[src/rtl/cpu_multicycle.sv]
// rtl/cpu_multicycle.sv - parametrised four-phase multi-cycle CPU core
//
// Ports:
//   clk, rst_n       clock (rising edge), synchronous active-low reset
//   run              1 = fetch new instructions, 0 = stall in FETCH
//   imem_addr/data   program address (= pc) and combinational instruction return
//   dbg_idx/we/wdata debug register preload, honoured in FETCH when stalled or halted
//   dbg_rdata        combinational readback of regs[dbg_idx]
//   phase            one-hot {WB,EXEC,DEC,FETCH}
//   pc, result       program counter, last ALU result
//   flag_z, flag_c   zero and carry/borrow flags
//   retired          high for the WB cycle of every instruction
//   halted           set by HALT, cleared only by reset
module cpu_multicycle #(
  parameter int DATA_W = 8,
  parameter int NREGS  = 4,
  parameter int RIDX_W = $clog2(NREGS),
  parameter int PC_W   = 4,
  parameter int INST_W = 4 + 3 * RIDX_W
) (
  input  logic              clk,
  input  logic              rst_n,
  input  logic              run,
  output logic [PC_W-1:0]   imem_addr,
  input  logic [INST_W-1:0] imem_data,
  input  logic [RIDX_W-1:0] dbg_idx,
  input  logic              dbg_we,
  input  logic [DATA_W-1:0] dbg_wdata,
  output logic [DATA_W-1:0] dbg_rdata,
  output logic [3:0]        phase,
  output logic [PC_W-1:0]   pc,
  output logic [DATA_W-1:0] result,
  output logic              flag_z,
  output logic              flag_c,
  output logic              retired,
  output logic              halted
);

  typedef enum logic [3:0] {
    S_FETCH = 4'b0001,
    S_DEC   = 4'b0010,
    S_EXEC  = 4'b0100,
    S_WB    = 4'b1000
  } state_t;

  localparam logic [3:0] OP_ADD  = 4'h1;
  localparam logic [3:0] OP_SUB  = 4'h2;
  localparam logic [3:0] OP_AND  = 4'h3;
  localparam logic [3:0] OP_OR   = 4'h4;
  localparam logic [3:0] OP_XOR  = 4'h5;
  localparam logic [3:0] OP_SHL  = 4'h6;
  localparam logic [3:0] OP_SHR  = 4'h7;
  localparam logic [3:0] OP_LDI  = 4'h8;
  localparam logic [3:0] OP_JMP  = 4'h9;
  localparam logic [3:0] OP_BZ   = 4'hA;
  localparam logic [3:0] OP_MOV  = 4'hB;
  localparam logic [3:0] OP_HALT = 4'hF;

  state_t              state_q, state_d;
  logic [PC_W-1:0]     pc_q, pc_d;
  logic [INST_W-1:0]   ir_q, ir_d;
  logic [DATA_W-1:0]   a_q, a_d, b_q, b_d, result_q, result_d;
  logic                z_q, z_d, c_q, c_d, halted_q, halted_d;
  logic [DATA_W-1:0]   regs_q [NREGS];

  logic                rf_we;
  logic [RIDX_W-1:0]   rf_widx;
  logic [DATA_W-1:0]   rf_wdata;

  logic [3:0]          op;
  logic [RIDX_W-1:0]   rd, rs1, rs2;
  logic [DATA_W-1:0]   imm;
  logic [PC_W-1:0]     tgt;
  logic [DATA_W:0]     sum, diff;

  assign op  = ir_q[INST_W-1 -: 4];
  assign rd  = ir_q[3*RIDX_W-1 -: RIDX_W];
  assign rs1 = ir_q[2*RIDX_W-1 -: RIDX_W];
  assign rs2 = ir_q[RIDX_W-1:0];
  // Size casts give zero-extension or truncation for any parameter mix.
  assign imm = DATA_W'({rs1, rs2});
  assign tgt = PC_W'({rd, rs1, rs2});

  // Extra top bit carries the ADD carry-out / SUB borrow (a < b).
  assign sum  = {1'b0, a_q} + {1'b0, b_q};
  assign diff = {1'b0, a_q} - {1'b0, b_q};

  always_comb begin
    state_d  = state_q;
    pc_d     = pc_q;
    ir_d     = ir_q;
    a_d      = a_q;
    b_d      = b_q;
    result_d = result_q;
    z_d      = z_q;
    c_d      = c_q;
    halted_d = halted_q;
    rf_we    = 1'b0;
    rf_widx  = rd;
    rf_wdata = result_q;

    case (state_q)
      S_FETCH: begin
        if (run && !halted_q) begin
          ir_d    = imem_data;
          state_d = S_DEC;
        end else if (dbg_we) begin
          // Stalled FETCH is the only window for debug writes, so they
          // never meet a WB write on the register file port.
          rf_we    = 1'b1;
          rf_widx  = dbg_idx;
          rf_wdata = dbg_wdata;
        end
      end
      S_DEC: begin
        a_d     = regs_q[rs1];
        b_d     = regs_q[rs2];
        state_d = S_EXEC;
      end
      S_EXEC: begin
        state_d = S_WB;
        case (op)
          OP_ADD: begin result_d = sum[DATA_W-1:0];  c_d = sum[DATA_W];  end
          OP_SUB: begin result_d = diff[DATA_W-1:0]; c_d = diff[DATA_W]; end
          OP_AND: result_d = a_q & b_q;
          OP_OR:  result_d = a_q | b_q;
          OP_XOR: result_d = a_q ^ b_q;
          OP_SHL: begin result_d = {a_q[DATA_W-2:0], 1'b0}; c_d = a_q[DATA_W-1]; end
          OP_SHR: begin result_d = {1'b0, a_q[DATA_W-1:1]}; c_d = a_q[0];        end
          OP_LDI: result_d = imm;
          OP_MOV: result_d = a_q;
          default: ;
        endcase
        if (op >= OP_ADD && op <= OP_SHR) z_d = (result_d == '0);
      end
      S_WB: begin
        state_d = S_FETCH;
        if ((op >= OP_ADD && op <= OP_LDI) || op == OP_MOV) rf_we = 1'b1;
        case (op)
          OP_JMP:  pc_d = tgt;
          OP_BZ:   pc_d = z_q ? tgt : pc_q + PC_W'(1);
          OP_HALT: halted_d = 1'b1;
          default: pc_d = pc_q + PC_W'(1);
        endcase
      end
      default: state_d = S_FETCH;
    endcase
  end

  always_ff @(posedge clk) begin
    if (!rst_n) begin
      state_q  <= S_FETCH;
      pc_q     <= '0;
      ir_q     <= '0;
      a_q      <= '0;
      b_q      <= '0;
      result_q <= '0;
      z_q      <= 1'b0;
      c_q      <= 1'b0;
      halted_q <= 1'b0;
      for (int i = 0; i < NREGS; i++) regs_q[i] <= '0;
    end else begin
      state_q  <= state_d;
      pc_q     <= pc_d;
      ir_q     <= ir_d;
      a_q      <= a_d;
      b_q      <= b_d;
      result_q <= result_d;
      z_q      <= z_d;
      c_q      <= c_d;
      halted_q <= halted_d;
      if (rf_we) regs_q[rf_widx] <= rf_wdata;
    end
  end

  assign imem_addr = pc_q;
  assign pc        = pc_q;
  assign phase     = state_q;
  assign result    = result_q;
  assign flag_z    = z_q;
  assign flag_c    = c_q;
  assign retired   = (state_q == S_WB);
  assign halted    = halted_q;
  assign dbg_rdata = regs_q[dbg_idx];

endmodule

[config.mk]
export PLATFORM = sky130hd
export DESIGN_NAME = cpu_multicycle
export DESIGN_NICKNAME = d
export VERILOG_FILES = /design/src/rtl/cpu_multicycle.sv
export SDC_FILE = /design/constraint.sdc
export NUM_CORES = 1
export LEC_CHECK = 0
export CORE_MARGIN = 2
export CORE_UTILIZATION = 52
export DETAILED_ROUTE_END_ITERATION = 8
export GPL_TIMING_DRIVEN = 0
export PLACE_DENSITY_LB_ADDON = 0.08
export SLEW_MARGIN = 20
export SYNTH_ARGS = -nofsm -noshare
export SYNTH_HDL_FRONTEND = slang
export SYNTH_SLANG_ARGS = --single-unit
[constraint.sdc]
create_clock -name clk -period 2.3 [get_ports clk]
set_input_delay 0.23 -clock clk [delete_from_list [all_inputs] [get_ports clk]]
set_output_delay 0.23 -clock clk [all_outputs]
set_load 0.005 [all_outputs]
==> results.sh, run 1 <==
export IMPL_outcome="finished with violations"
export IMPL_violations="setup timing"
export IMPL_num_antenna_cells=0
export IMPL_regToRegEndpoint="flag_z"
export IMPL_area_growth_pct=28.0
export IMPL_dp_cells=776
export IMPL_die_y_um=106
export IMPL_peakVddDrop_mv=0.384
export IMPL_fin_tns_setup_ns=-0.182
export IMPL_rr_worst_depth=12
export IMPL_rsz0062_at_grt="true"
export IMPL_start_util_pct=52.6
export IMPL_place_area_sq_um=6100
export IMPL_cp_start_kind="flop"
export IMPL_fin_area_sq_um=6860
export IMPL_avgRoutedWirePerCell_um=20.2
export IMPL_reg2reg_from="a_q[0]"
export IMPL_crit_start="a_q[0]"
export IMPL_remaining_drc_errors=0
export IMPL_grt_usage_pct=30.3
export IMPL_finalWorstSetupSlack_ns=-0.106
export IMPL_ios=56
export IMPL_critPathCaptureType="flop"
export IMPL_syn_area_per_cell_sq_um=9.16
export IMPL_stdcell_count=815
export IMPL_die_w_um=106
export IMPL_synth_edf_count=32
export IMPL_cellPowerDensity_nw_per_um2=468
export IMPL_r2r_slack_ns=-0.11
export IMPL_hp_start="flag_c"
export IMPL_yosysTopAreaCell="edfxtp_1"
export IMPL_synth_seq_cells=77
export IMPL_cts_root_buf="clkbuf_8"
export IMPL_gp_congestion=0.968
export IMPL_yosys_most_used_dff="dfxtp_1"
export IMPL_final_hold_viol_count=0
export IMPL_worstHoldPathType="flop to flop"
export IMPL_critPathRequiredTime_ns=2.58
export IMPL_yosysSeqAreaShare_pct=34.7
export IMPL_antenna_found_initial=0
export IMPL_cts_sinks=77
export IMPL_drive_above_1_share_pct=24.2
export IMPL_worstMarginPinSlew_ns=0.889
export IMPL_synth_cell_types=67
export IMPL_hold_buffers=0
export IMPL_insertion_delay_ns=0.36
export IMPL_cts_max_path_buffers=2
export IMPL_die_area_sq_um=11100
export IMPL_drv_cap=0
export IMPL_period_share_pct=105
export IMPL_min_period_ns=2.41
export IMPL_numCtsBuffers=9
export IMPL_cts_tree="done"
export IMPL_drt_total_wl_um=16500
export IMPL_cp_endpoint="flag_z"
export IMPL_final_nets=725
export IMPL_relSlewSlack_pct=40.7
export IMPL_clk_pin_slew_ns=0.08
export IMPL_dpl_hpwl_um=12400
export IMPL_syn_nets=636
export IMPL_ys_async_sr_fraction_pct=0
export IMPL_setup_viol=3
export IMPL_drv_slew=0
export IMPL_ys_warnings_count=0
export IMPL_rows=37
export IMPL_fin_skew_ns=0.00779
export IMPL_grt_max_degree=13
export IMPL_yosysTopAreaCellShare_pct=17.9
export IMPL_grt_pass1_vias=4867
export IMPL_worstPathArrival_ns=2.68
export IMPL_crit_path_max_fanout=4
export IMPL_leakage_nw=2.51
export IMPL_routed_via_density=6.09
export IMPL_path_class="flop to flop"
export IMPL_max_freq_ghz=0.416
export IMPL_h_tree_depth=3
export IMPL_dr_first_iter_drc_count=325
export IMPL_netlist_top_cells_area="edfxtp_1 18%, dfxtp_1 17%, mux4_2 11%, ha_1 5.8%, a21oi_1 5.0%"
export IMPL_grt_remaining_overflow=0
export IMPL_portBuffers=55
export IMPL_synth_area_sq_um=5360
export IMPL_syn_inst=585
export IMPL_grt_pass1_wl_um=25900
export IMPL_pre_cts_ws_ns=-0.477
export IMPL_vias=4963
export IMPL_core_area_sq_um=10200
export IMPL_drtAntennaViolNets=0
export IMPL_fillers=844
export IMPL_drt_pre_antenna_iters=5
-- sequential cells by signal (all words and copies together) (netlist names) --
name and flops:
a_q 8, b_q 8, flag_c 1, flag_z 1, halted 1, imem_addr 4, ir_q 10, phase 4
regs_q 32, result 8
-- worst min-delay path by stage --
stage                         end  slack [ns]  cells past startpoint
after detailed placement   flag_c        0.45                      2
after global placement     flag_c        0.45                      2
after floorplan           ir_q[0]        0.37                      2
after global routing       flag_c        0.49                      2
final                      flag_c        0.46                      2
after CTS                  flag_c        0.46                      2
-- per-layer routing --
metal  vias up  track usage [%]  wire [um]
met5         -                0          0
met4         0             14.1        556
met3        44             3.59        888
met2       205             52.9       8410
met1      2413             37.3       6630
li1       2301                -          -
-- where the power goes --
group	internal [mW]	switching, mW	total (mW)
clock network	0.494	0.488	0.982
logic	0.337	0.388	0.725
registers	1.46	0.0432	1.50
total	2.29	0.918	3.21
-- logic make-up after synthesis --
family,share of synthesized area (%)
compound gates,16.5
xor+xnor,0.654
fa+ha+maj,6.58
flops,34.7
simple gates,19.9
mux,15.6
buf+inv,6.05
-- cell usage after synthesis (8+ instances only) --
cell type,instances
mux2i_1,26
buf_2,13
a21oi_1,54
nand2b_1,9
mux4_2,25
edfxtp_1,32
dfxtp_1,45
o21ai_0,18
nor3_1,9
nand2_1,66
nor2b_1,10
ha_1,25
inv_1,30
nand3_1,8
clkbuf_1,20
nor2_1,68
-- through the flow --
| stage | hold WS [ns] | power (mW) | utilization (%) |
|---|---|---|---|
| 5_1_grt | 0.494 | 3.32 | 67.4 |
| 2_1_floorplan | 0.374 | 1.94 | - |
| 6_report | 0.455 | 3.21 | 67.4 |
| 4_1_cts | 0.461 | 3.15 | 64.9 |
| 3_3_place_gp | 0.446 | 2.15 | 59.9 |
| 3_5_place_dp | 0.448 | 2.16 | 59.9 |
-- layout by cell type (no fill, tap or decap), drive strengths merged, types with 3 or more instances in the layout --
cell,synthesis,final
nor2,68,68
nand2,66,66
a21oi,56,56
clkdlybuf4s50,0,54
buf,24,47
dfxtp,45,45
edfxtp,32,32
clkbuf,20,31
inv,30,30
mux2i,26,26
mux4,25,25
ha,25,25
o21ai,21,21
nor2b,11,11
nand2b,9,9
nor3,9,9
nand3,8,8
nor4b,8,8
or3,7,7
a211oi,7,7
nand3b,6,6
nor3b,6,6
o31ai,5,5
o21a,4,4
a211o,4,4
o211ai,4,4
a21o,4,4
nor4,4,4
o22ai,4,4
and3b,3,3
o32a,3,3
a31oi,3,3
xnor2,3,3
o21bai,3,3
clkinv,0,3
o221ai,3,3
-- worst max-delay path, stage by stage, from the launching register on --
cell      delay (ns)
dfxtp_4         0.38
inv_4           0.07
ha_4            0.14
inv_2           0.04
fa_2            0.35
buf_4           0.15
xor2_1          0.13
o21ai_1         0.08
a311oi_1        0.23
nand3_1         0.18
a21oi_2         0.21
nand4_1         0.12
o31ai_2         0.24
-- area by class of cell --
cell class	count	area [sq um]	area share [%]
buffer	42	245	3.57
clock buffer	11	131	1.91
clock inverter	5	51.3	0.748
inverter	30	115	1.68
multi-input combinational	434	3520	51.3
sequential	77	1890	27.5
tap	136	170	2.48
timing repair buffer	80	741	10.8
-- what timing repair did --
item,CTS,global route
resized for setup,59,44
pin swaps,14,13
endpoints found under the setup margin,81,82
buffers inserted,13,12
Power figures use the tool's default switching activity.
==> inputs of run 2 (changes only) <==
--- a/config.mk
+++ b/config.mk
@@ -5,7 +5,8 @@
 export SDC_FILE = /design/constraint.sdc
 export NUM_CORES = 1
 export LEC_CHECK = 0
-export CORE_MARGIN = 2
+export CAP_MARGIN = 10
+export CORE_MARGIN = 3
 export CORE_UTILIZATION = 52
 export DETAILED_ROUTE_END_ITERATION = 8
 export GPL_TIMING_DRIVEN = 0
==> run 2 against run 1 <==
The flow still finishes with violations (setup timing). Cell count shrank 0.74%. Wire length grew 2.7%. Design area grew 0.31%. Critical path depth shrank 2. Critical endpoint is now result[6].
==> results.sh, run 2 (same netlist as run 1, synthesis figures left out) <==
export IMPL_die_area_sq_um=11600
export IMPL_portBuffers=55
export IMPL_rows=36
export IMPL_cp_num_buf_inv=1
export IMPL_rr_worst_depth=10
export IMPL_drive_above_1_share_pct=23.5
export IMPL_cp_start_kind="flop"
export IMPL_dpl_hpwl_um=12700
export IMPL_final_cell_mix="67 x nor2_1, 61 x nand2_1, 54 x clkdlybuf4s50_1"
export IMPL_worstPathArrival_ns=2.62
export IMPL_h_tree_depth=3
export IMPL_critPathMostFrequentCell="mux2i_1"
export IMPL_leakage_nw=2.52
export IMPL_critPathSlowestCell="dfxtp_4"
export IMPL_die_w_um=108
export IMPL_final_hold_viol_count=0
export IMPL_peakVddDrop_mv=0.485
export IMPL_routed_via_density=6.11
export IMPL_grt_usage_pct=30.0
export IMPL_gp_congestion=0.970
export IMPL_drtAntennaViolNets=0
export IMPL_insertion_delay_ns=0.35
export IMPL_die_y_um=108
export IMPL_relSlewSlack_pct=36.9
export IMPL_vias=4940
export IMPL_drt_total_wl_um=16900
export IMPL_setup_viol=3
export IMPL_start_util_pct=54.1
export IMPL_worstMarginPinSlew_ns=0.947
export IMPL_clk_pin_slew_ns=0.08
export IMPL_path_class="flop to flop"
export IMPL_grt_pass1_vias=4905
export IMPL_hold_buffers=0
export IMPL_rsz0062_at_grt="true"
export IMPL_critPathRequiredTime_ns=2.51
export IMPL_outcome="finished with violations"
export IMPL_largest_reg_flops=32
export IMPL_worst_path_stages=10
export IMPL_critPathCaptureType="flop"
export IMPL_holdPathStages=2
export IMPL_fillers=815
export IMPL_regToRegEndpoint="result[6]"
export IMPL_violations="setup timing"
export IMPL_crit_chain="ha_4 -> inv_2 -> fa_2 -> nand2b_4 -> a211oi_4 -> o22ai_2 -> mux2i_1 -> o32a_1 -> mux2i_1 -> nor2_1"
export IMPL_cts_max_path_buffers=2
export IMPL_grt_pass1_wl_um=26600
export IMPL_grt_remaining_overflow=0
export IMPL_final_nets=722
export IMPL_min_period_ns=2.40
export IMPL_cellPowerDensity_nw_per_um2=483
export IMPL_grt_max_degree=14
export IMPL_power_mw=3.32
export IMPL_max_freq_ghz=0.416
export IMPL_avgRoutedWirePerCell_um=20.9
export IMPL_top_regs="regs_q: 32 flops, ir_q: 10 flops"
export IMPL_r2r_slack_ns=-0.10
export IMPL_path_delay_family="compound AO/OA/AOI/OAI gates"
export IMPL_fin_tns_setup_ns=-0.187
export IMPL_cts_sinks=77
export IMPL_area_growth_pct=28.4
export IMPL_core_area_sq_um=9910
export IMPL_num_antenna_cells=0
export IMPL_cts_root_buf="clkbuf_8"
export IMPL_ios=56
export IMPL_drv_cap=0
export IMPL_period_share_pct=104
export IMPL_dr_first_iter_drc_count=343
export IMPL_drt_pre_antenna_iters=5
export IMPL_fin_skew_ns=0.0123
export IMPL_reg2reg_from="b_q[0]"
export IMPL_crit_path_max_fanout=4
export IMPL_drv_slew=0
export IMPL_cp_slowest_stage_delay_ns=0.41
export IMPL_worstHoldPathType="flop to flop"
export IMPL_final_common_cell="nor2_1"
export IMPL_regMostFlops="regs_q"
export IMPL_cts_tree="done"
export IMPL_antenna_found_initial=0
export IMPL_hp_start="b_q[4]"
export IMPL_remaining_drc_errors=0
export IMPL_hold_end="b_q[4]"
export IMPL_numCtsBuffers=9
export IMPL_finalWorstSetupSlack_ns=-0.103
run 2: cell types whose count changed in the layout (fill, tap and decap cells not counted), sizes merged:
cell	previous run	this run
buf	47	46
bufinv	1	2
clkbuf	31	28
clkinv	3	4
inv	30	29
run 2: worst min-delay path, delay by kind of cell, from the launching register on:
family / cells / cell delay [ns]
compound gates: 1 / 0.05
flops: 1 / 0.33
simple gates: 1 / 0.05
run 2: cell type report:
| type | instances | area [sq um] | area share, % |
|---|---|---|---|
| sequential | 77 | 1890 | 27.4 |
| timing repair buffer | 77 | 736 | 10.7 |
| inverter | 30 | 119 | 1.73 |
| clock buffer | 10 | 128 | 1.85 |
| tap | 133 | 166 | 2.42 |
| clock inverter | 6 | 87.6 | 1.27 |
| multi-input combinational | 434 | 3520 | 51.1 |
| buffer | 42 | 244 | 3.54 |
run 2: per-stage QoR:
step / hold WS, ns / utilization, % / cell area [sq um] / instances / setup WS, ns
6_report: 0.467 / 69.5 / 6880 / 809 / -0.103
5_1_grt: 0.496 / 69.5 / 6880 / 809 / -0.204
4_1_cts: 0.468 / 67.1 / 6650 / 796 / -0.107
3_5_place_dp: 0.467 / 61.6 / 6100 / 773 / -0.451
3_3_place_gp: 0.444 / 61.5 / 6090 / 773 / -0.484
2_1_floorplan: 0.374 / - / 5380 / 585 / 0.0126
run 2: report_power, final:
group          internal, mW  switching, mW
clock network         0.612          0.509
logic                 0.322          0.382
registers              1.46         0.0402
total                  2.39          0.931
run 2: repair_timing:
item	in CTS	in global routing
cloned	0	1
pin swaps	16	10
buffers inserted	8	13
gates resized for setup	69	28
setup endpoints to repair	83	76
run 2: layer usage:
| metal | vias to the layer above | global-route usage (%) | share of wire (%) |
|---|---|---|---|
| met4 | 0 | 9.02 | 2.7 |
| met2 | 181 | 53.1 | 51 |
| met3 | 36 | 3.96 | 4.9 |
| met1 | 2422 | 38.1 | 41 |
| met5 | - | 0 | 0 |
| li1 | 2301 | - | - |
run 2: worst max path at each step:
stage / from / to
3_5_place_dp: dbg_idx[0] / dbg_rdata[4]
2_1_floorplan: a_q[3] / flag_z
4_1_cts: a_q[0] / result[6]
6_report: b_q[0] / result[6]
3_3_place_gp: a_q[0] / result[6]
5_1_grt: b_q[0] / result[6]
==> inputs of run 3 (changes only) <==
--- a/config.mk
+++ b/config.mk
@@ -9,8 +9,10 @@
 export CORE_MARGIN = 3
 export CORE_UTILIZATION = 52
 export DETAILED_ROUTE_END_ITERATION = 8
+export GPL_ROUTABILITY_DRIVEN = 0
 export GPL_TIMING_DRIVEN = 0
 export PLACE_DENSITY_LB_ADDON = 0.08
+export SKIP_CTS_REPAIR_TIMING = 1
 export SLEW_MARGIN = 20
 export SYNTH_ARGS = -nofsm -noshare
 export SYNTH_HDL_FRONTEND = slang
==> run 3 against run 2 <==
The flow still finishes with violations (setup timing). Die area is the same. Power shrank 0.90%. Maximum frequency shrank 4.8%. Critical path depth grew 2. Clock-buffer cell count is the same. Combinational power is essentially flat. Highest routed layer unchanged.
==> results.sh, run 3 (same netlist as run 1, synthesis figures left out) <==
export IMPL_outcome="finished with violations"
export IMPL_violations="setup timing"
export IMPL_cp_slowest_stage_delay_ns=0.42
export IMPL_die_area_sq_um=11600
export IMPL_critPathRequiredTime_ns=2.54
export IMPL_grt_remaining_overflow=0
export IMPL_drv_cap=0
export IMPL_r2r_slack_ns=-0.22
export IMPL_dpl_hpwl_um=12200
export IMPL_cts_root_buf="clkbuf_8"
export IMPL_cp_endpoint="result[6]"
export IMPL_remaining_drc_errors=0
export IMPL_regToRegEndpoint="result[6]"
export IMPL_drv_slew=0
export IMPL_drt_total_wl_um=16100
export IMPL_cp_start_kind="flop"
export IMPL_crit_chain="inv_4 -> ha_4 -> inv_2 -> fa_2 -> nor2b_4 -> o31ai_4 -> buf_6 -> o31ai_4 -> mux2i_1 -> o32a_1 -> mux2i_1 -> nor2_1"
export IMPL_avgRoutedWirePerCell_um=20.2
export IMPL_max_freq_ghz=0.396
export IMPL_vias=4963
export IMPL_die_y_um=108
export IMPL_grt_pass1_vias=4791
export IMPL_drtAntennaViolNets=0
export IMPL_num_antenna_cells=0
export IMPL_critPathSlowestCell="o32a_1"
export IMPL_cts_max_path_buffers=2
export IMPL_final_common_cell="nor2_1"
export IMPL_cts_tree="done"
export IMPL_final_cell_mix="67 x nor2_1, 61 x nand2_1, 55 x clkdlybuf4s50_1"
export IMPL_leakage_nw=2.43
export IMPL_cts_sinks=77
export IMPL_numCtsBuffers=9
export IMPL_grt_pass1_wl_um=25000
export IMPL_rows=36
export IMPL_worstMarginPinSlew_ns=0.877
export IMPL_top_regs="regs_q: 32 flops, ir_q: 10 flops"
export IMPL_drt_pre_antenna_iters=5
export IMPL_drive_above_1_share_pct=21.4
export IMPL_fin_area_sq_um=6720
export IMPL_antenna_found_initial=0
export IMPL_final_hold_viol_count=0
export IMPL_setup_viol=4
export IMPL_crit_path_max_fanout=5
export IMPL_worst_path_stages=12
export IMPL_cellPowerDensity_nw_per_um2=490
export IMPL_relSlewSlack_pct=41.5
export IMPL_h_tree_depth=3
export IMPL_rr_worst_depth=12
export IMPL_largest_reg_flops=32
export IMPL_clk_pin_slew_ns=0.08
export IMPL_reg2reg_from="a_q[0]"
export IMPL_path_class="flop to flop"
export IMPL_rsz0062_at_grt="true"
export IMPL_min_period_ns=2.52
export IMPL_peakVddDrop_mv=0.371
export IMPL_grt_usage_pct=28.0
export IMPL_finalWorstSetupSlack_ns=-0.224
export IMPL_path_delay_family="compound AO/OA/AOI/OAI gates"
export IMPL_portBuffers=55
export IMPL_fin_tns_setup_ns=-0.553
export IMPL_die_w_um=108
export IMPL_place_area_sq_um=6100
export IMPL_insertion_delay_ns=0.36
export IMPL_regMostFlops="regs_q"
export IMPL_grt_max_degree=13
export IMPL_cp_num_buf_inv=3
export IMPL_core_area_sq_um=9910
export IMPL_worstPathArrival_ns=2.76
export IMPL_crit_start="a_q[0]"
export IMPL_routed_via_density=6.23
export IMPL_period_share_pct=110
export IMPL_final_nets=710
export IMPL_pre_cts_ws_ns=-0.423
export IMPL_fin_skew_ns=0.00973
export IMPL_dr_first_iter_drc_count=430
export IMPL_ios=56
export IMPL_worstHoldPathType="flop to flop"
export IMPL_area_growth_pct=25.4
export IMPL_start_util_pct=54.1
export IMPL_critPathCaptureType="flop"
==> run 3: changes by cell type in the layout (fill, tap and decap cells not counted), sizes merged <==
cell,before,now
dlymetal6s2s,1,0
buf,46,32
clkinvlp,1,0
clkdlybuf4s50,54,55
inv,29,30
clkbuf,28,30
==> run 3: cell type report <==
cell class                      count  area [sq um]
Fill cell                         796          3190
Sequential cell                    77          1880
Timing Repair Buffer               65           629
Clock buffer                       10           128
Multi-Input combinational cell    434          3490
Inverter                           30           115
Buffer                             42           234
Tap cell                          133           166
Clock inverter                      6          77.6
==> run 3: layer usage <==
layer	share of wire, %	wire (um)	track usage [%]	up-vias
li1	-	-	-	2272
met3	6.0	956	4.32	46
met1	41	6580	35.9	2438
met4	3.3	537	11.2	0
met5	0	0	0	-
met2	50	7990	47.2	207
==> run 3: power breakdown <==
part           switching, mW  total [mW]  internal (mW)
combinational          0.378       0.703          0.325
sequential            0.0417        1.50           1.46
clock                  0.488        1.09          0.600
==> run 3: worst min path at each step <==
stage | depth (start not counted) | from | to | slack (ns)
after floorplan | 2 | imem_data[0] | ir_q[0] | 0.37
after global routing | 3 | imem_data[1] | ir_q[1] | 0.49
final | 2 | flag_c | flag_c | 0.47
after CTS | 2 | flag_c | flag_c | 0.47
after global placement | 2 | flag_c | flag_c | 0.45
after detailed placement | 2 | flag_c | flag_c | 0.45
==> run 3: worst min-delay path: cells and delay by family, from the launching register on <==
kind / cells / cell delay [ns]
AOI/OAI and AO/OA: 1 / 0.04
and+or+nand+nor: 1 / 0.07
DFF: 1 / 0.32
==> run 3: stage by stage <==
stage	hold WS [ns]	instances	total power, mW	util, %
2_1_floorplan	0.374	585	1.94	-
3_3_place_gp	0.451	773	2.14	61.5
3_5_place_dp	0.451	773	2.16	61.6
4_1_cts	0.466	789	3.22	63.6
5_1_grt	0.486	797	3.42	67.8
6_report	0.469	797	3.29	67.8
